## src/rtl/mux_arb_pkg.sv

```systemverilog
// Shared constants for the two-source round-robin mux arbiter.
// State encodings are fixed so they can be probed from outside the FSM.
package mux_arb_pkg;

    localparam logic [1:0] IDLE  = 2'b00;
    localparam logic [1:0] GNT_A = 2'b01;
    localparam logic [1:0] GNT_B = 2'b10;

    localparam int DEF_WIDTH       = 2;
    localparam int DEF_HOLD_CYCLES = 4;

    typedef enum logic [1:0] {
        ARB_IDLE  = IDLE,
        ARB_GNT_A = GNT_A,
        ARB_GNT_B = GNT_B
    } arb_state_e;

endpackage

```

## src/rtl/mux2_w.sv

```systemverilog
// Parameterised combinational 2-to-1 multiplexer: sel=0 picks a, sel=1 picks b.
module mux2_w #(
    parameter int WIDTH = 2
) (
    input  logic [WIDTH-1:0] a,
    input  logic [WIDTH-1:0] b,
    input  logic             sel,
    output logic [WIDTH-1:0] y
);

    assign y = sel ? b : a;

endmodule

```

## src/rtl/mux_rr_arbiter.sv

```systemverilog
// Round-robin arbiter sharing one WIDTH-bit 2:1 mux between sources A (x) and B (y),
// with a fairness hold limit under contention and a registered, valid-tagged output.
module mux_rr_arbiter
    import mux_arb_pkg::*;
#(
    parameter int WIDTH       = DEF_WIDTH,
    parameter int HOLD_CYCLES = DEF_HOLD_CYCLES
) (
    input  logic             clk,
    input  logic             rst,
    input  logic             req_a,
    input  logic             req_b,
    input  logic [WIDTH-1:0] x,
    input  logic [WIDTH-1:0] y,
    output logic             gnt_a,
    output logic             gnt_b,
    output logic             s,
    output logic [WIDTH-1:0] m,
    output logic             m_valid
);

    localparam int               CNT_W    = $clog2(HOLD_CYCLES + 1);
    localparam logic [CNT_W-1:0] CNT_LAST = CNT_W'(HOLD_CYCLES - 1);

    arb_state_e       state_q, state_d;
    logic [CNT_W-1:0] cnt_q, cnt_d;
    logic             last_b_q;
    logic             s_q;
    logic [WIDTH-1:0] mux_y;
    logic [WIDTH-1:0] m_p1;
    logic             vld_p1;

    // The counter only advances while the owner keeps requesting and the other side
    // is waiting; any state change leaves cnt_d at its cleared default.
    always_comb begin
        state_d = state_q;
        cnt_d   = '0;
        case (state_q)
            ARB_IDLE: begin
                if (req_a && req_b)
                    state_d = last_b_q ? ARB_GNT_A : ARB_GNT_B;
                else if (req_a)
                    state_d = ARB_GNT_A;
                else if (req_b)
                    state_d = ARB_GNT_B;
            end
            ARB_GNT_A: begin
                if (!req_a)
                    state_d = req_b ? ARB_GNT_B : ARB_IDLE;
                else if (req_b) begin
                    if (cnt_q == CNT_LAST)
                        state_d = ARB_GNT_B;
                    else
                        cnt_d = cnt_q + CNT_W'(1);
                end
            end
            ARB_GNT_B: begin
                if (!req_b)
                    state_d = req_a ? ARB_GNT_A : ARB_IDLE;
                else if (req_a) begin
                    if (cnt_q == CNT_LAST)
                        state_d = ARB_GNT_A;
                    else
                        cnt_d = cnt_q + CNT_W'(1);
                end
            end
            default: state_d = ARB_IDLE;
        endcase
    end

    // Control stage: grant state, hold counter, fairness pointer and select.
    always_ff @(posedge clk or posedge rst) begin
        if (rst) begin
            state_q  <= ARB_IDLE;
            cnt_q    <= '0;
            last_b_q <= 1'b1;
            s_q      <= 1'b0;
        end else begin
            state_q <= state_d;
            cnt_q   <= cnt_d;
            s_q     <= (state_d == ARB_GNT_B);
            if (state_d == ARB_GNT_A)
                last_b_q <= 1'b0;
            else if (state_d == ARB_GNT_B)
                last_b_q <= 1'b1;
        end
    end

    mux2_w #(
        .WIDTH(WIDTH)
    ) u_mux (
        .a   (x),
        .b   (y),
        .sel (s_q),
        .y   (mux_y)
    );

    // Data stage: capture the selected source while a grant is active, hold otherwise.
    always_ff @(posedge clk or posedge rst) begin
        if (rst) begin
            m_p1   <= '0;
            vld_p1 <= 1'b0;
        end else begin
            vld_p1 <= (state_q != ARB_IDLE);
            if (state_q != ARB_IDLE)
                m_p1 <= mux_y;
        end
    end

    assign gnt_a   = (state_q == ARB_GNT_A);
    assign gnt_b   = (state_q == ARB_GNT_B);
    assign s       = s_q;
    assign m       = m_p1;
    assign m_valid = vld_p1;

endmodule
```

## config.mk

```make
export PLATFORM = sky130hd
export DESIGN_NAME = mux_rr_arbiter
export DESIGN_NICKNAME = d
export VERILOG_FILES = /design/src/rtl/mux_arb_pkg.sv /design/src/rtl/mux2_w.sv /design/src/rtl/mux_rr_arbiter.sv
export SDC_FILE = /design/constraint.sdc
export NUM_CORES = 1
export LEC_CHECK = 0
export CORE_MARGIN = 1
export CORE_UTILIZATION = 35
export DETAILED_ROUTE_END_ITERATION = 7
export SLEW_MARGIN = 20
export SYNTH_ARGS = -nofsm -noshare
export SYNTH_HDL_FRONTEND = slang
export SYNTH_HIERARCHICAL = 1
export SYNTH_SLANG_ARGS = --single-unit
```

## constraint.sdc

```tcl
create_clock -name clk -period 1.9 [get_ports clk]
set_input_delay 0.475 -clock clk [delete_from_list [all_inputs] [get_ports clk]]
set_output_delay 0.475 -clock clk [all_outputs]
set_load 0.01 [all_outputs]
```

==> flow_metrics.tcl <==
set metrics [dict create \
    crit_chain "buf_4, ha_1, dlygate4sd2_1" \
    rsz0062_at_grt "no" \
    grt_overflow 0 \
    path_buf_inv 2 \
    ir_worst_vdd_uv 743 \
    root_buffer "clkbuf_4" \
    drive_gt1_frac 0.329 \
    layout.nets 92 \
    wirelength_um 1200 \
    max_stage_delay_ns 0.39 \
    syn_inst 53 \
    grt_pass1_wl_um 2070 \
    synth_ff_type "dfrtp_1" \
    coreArea_mm2 0.00156 \
    critPathLaunchType "flip-flop" \
    synth_nets 68 \
    tightest_slew_ns 0.383 \
    post_drt_wl_per_cell_um 13.0 \
    postRouteAntennaNets 0 \
    required_ns 1.42 \
    cp_slowest_cell "dfrtp_1" \
    synth_seq_cells 10 \
    yosysMostFrequentCell "dfrtp_1" \
    portBuffers 13 \
    power_density_mw_per_mm2 1330 \
    synth_edf_count 0 \
    drtIter0Drc 4 \
    arrival_ns 1.35 \
    skew_ns 0.00968 \
    final.min_clock_period_ns 1.82 \
    grt_start_max_net_pins 11 \
    io_pins 14 \
    synthesis.yosys.warnings 6 \
    hold_slack_ns 0.448 \
    dp.final_hpwl_um 903 \
    drt_first_pass_iters 5 \
    post_cts_buffers 0 \
    fin_crit_sh 0.958 \
    routabilityCongestion 0.743 \
    first_global_vias 486 \
    maxSlewHeadroom 0.744 \
    cts_max_level 1 \
    worstSkewPairLatency_ns 0.26 \
    cp_max_fo 5 \
    violations "design-rule violations" \
    areaGrowthSynthToFinish_pct 39.0 \
    cp-end-kind "primary output" \
    via_count 472 \
    fp.dieH_um 43.4 \
    diodes 0 \
    status "complete, but fails checks" \
    start_util 0.385 \
    synth.area.top_cells "dfrtp_1, ha_1, mux2_2, dfstp_2, mux2i_1" \
    dp_cells 88 \
    fin_cells 92 \
    ys_seq_area_frac 0.419 \
    cap_violations 0 \
    path_class "reg -> out" \
    cts_tree "done" \
    nFillCells 147 \
    synthArstFlopShare 1.00 \
    hold_violations 0 \
    die_area_mm2 0.00189 \
    drc 2 \
    clkSlewWorstSetupHoldPaths_ns 0.07 \
    synthDistinctLibCells 26 \
    clock-sinks 10 \
    hp-class "reg -> reg" \
    numCtsBuffers 3 \
    slew_violations 0 \
    netlist_top_cells_count "dfrtp_1, ha_1, inv_1, mux2_2, nor2_1" \
    antenna_found_initial 0 \
    netlist_area_um2 601 \
    cts_hold_buf 0 \
    cts.path.max_buffers 2 \
    synth_top_area_cell "dfrtp_1" \
    synthesis.area_per_instance_um2 11.3 \
    clock.fmax_mhz 549 \
    fp-row-count 14 \
    drt-vias-per-instance 5.13 \
    setup_viol 0 \
    synth_top_area_frac 0.375 \
    p_leak_nw 0.396 \
    grt_use_total 0.152 \
    die_w_um 43.4 \
    critPathTopFamily "buffers and inverters" \
]
==> per-layer routing <==
layer / wire length [um] / global-route usage / vias up
met5: 0 / 0 / -
met4: 0 / 0.0563 / 0
met3: 53 / 0.0667 / 0
met2: 606 / 0.230 / 10
met1: 539 / 0.194 / 227
li1: - / - / 235
==> repair_timing <==
item / 4_1_cts / 5_1_grt
hold endpoints to repair: 0 / 0
gates cloned: 0 / 0
endpoints found under the setup margin: 3 / 1
resized for setup: 4 / 4
pin swaps: 0 / 1
==> kinds of logic after synthesis <==
kind of cell	share of synthesized area
AOI/OAI and AO/OA	0.113
adders and majority gates	0.146
buffers and inverters	0.0542
DFF	0.419
muxes	0.127
and+or+nand+nor	0.142
==> final timing paths <==
kind                                 startpoint                    to  slack (ns)  cells after the start
max                        state_q[0]$_DFF_PP0_                 gnt_a        0.08                      3
min                          cnt_q[0]$_DFF_PP0_    cnt_q[0]$_DFF_PP0_        0.45                      1
max reg2reg                state_q[1]$_DFF_PP0_  last_b_q$_DFFE_PP1P_        0.10                      7
min reg2reg                  cnt_q[0]$_DFF_PP0_    cnt_q[0]$_DFF_PP0_        0.45                      1
max in group asynchronous                   rst  last_b_q$_DFFE_PP1P_        1.10                      2
min in group asynchronous                   rst  state_q[0]$_DFF_PP0_        0.48                      2
==> stage by stage <==
stage / setup slack, ns / power, mW / area [um^2] / setup TNS, ns / utilization
after floorplan: 0.0168 / 0.686 / 601 / 0 / -
after global placement: -0.321 / 0.946 / 801 / -0.465 / 0.514
after detailed placement: -0.359 / 0.951 / 801 / -0.505 / 0.514
after CTS: 0.0206 / 1.09 / 822 / 0 / 0.527
after global routing: 0.00822 / 1.20 / 835 / 0 / 0.535
final: 0.0797 / 1.11 / 835 / 0 / 0.535
==> state kept, by name (all words and copies together) (netlist names) <==
signal / cells
s: 1
m_valid: 1
m: 2
last_b_q: 1
cnt_q: 3
state_q: 2
==> layout make-up <==
class / count / area [um^2] / area share
flip-flops and latches: 10 / 251 / 0.301
well taps: 16 / 20.0 / 0.0240
repair buffers: 21 / 185 / 0.222
inverters: 6 / 22.5 / 0.0270
multi-input cells: 35 / 329 / 0.394
clock buffers: 4 / 26.3 / 0.0315
==> cell usage in the layout (no fill, tap or decap), types with 3 or more instances in the layout <==
cell type / synthesis / routed
clkdlybuf4s50_1: 0 / 9
clkbuf_4: 0 / 3
dfrtp_1: 9 / 9
nor2_1: 3 / 3
mux2_2: 5 / 5
ha_1: 7 / 6
buf_4: 0 / 8
dlygate4sd2_1: 0 / 4
inv_1: 5 / 3
inv_2: 1 / 3
==> report_power, final <==
| part | leakage [nW] | internal (mW) | switching [mW] |
|---|---|---|---|
| Clock | 0.0150 | 0.0810 | 0.0721 |
| Sequential | 0.126 | 0.293 | 0.0365 |
| Combinational | 0.255 | 0.352 | 0.273 |
| Total | 0.396 | 0.726 | 0.381 |
(Power assumes the default switching activity.)
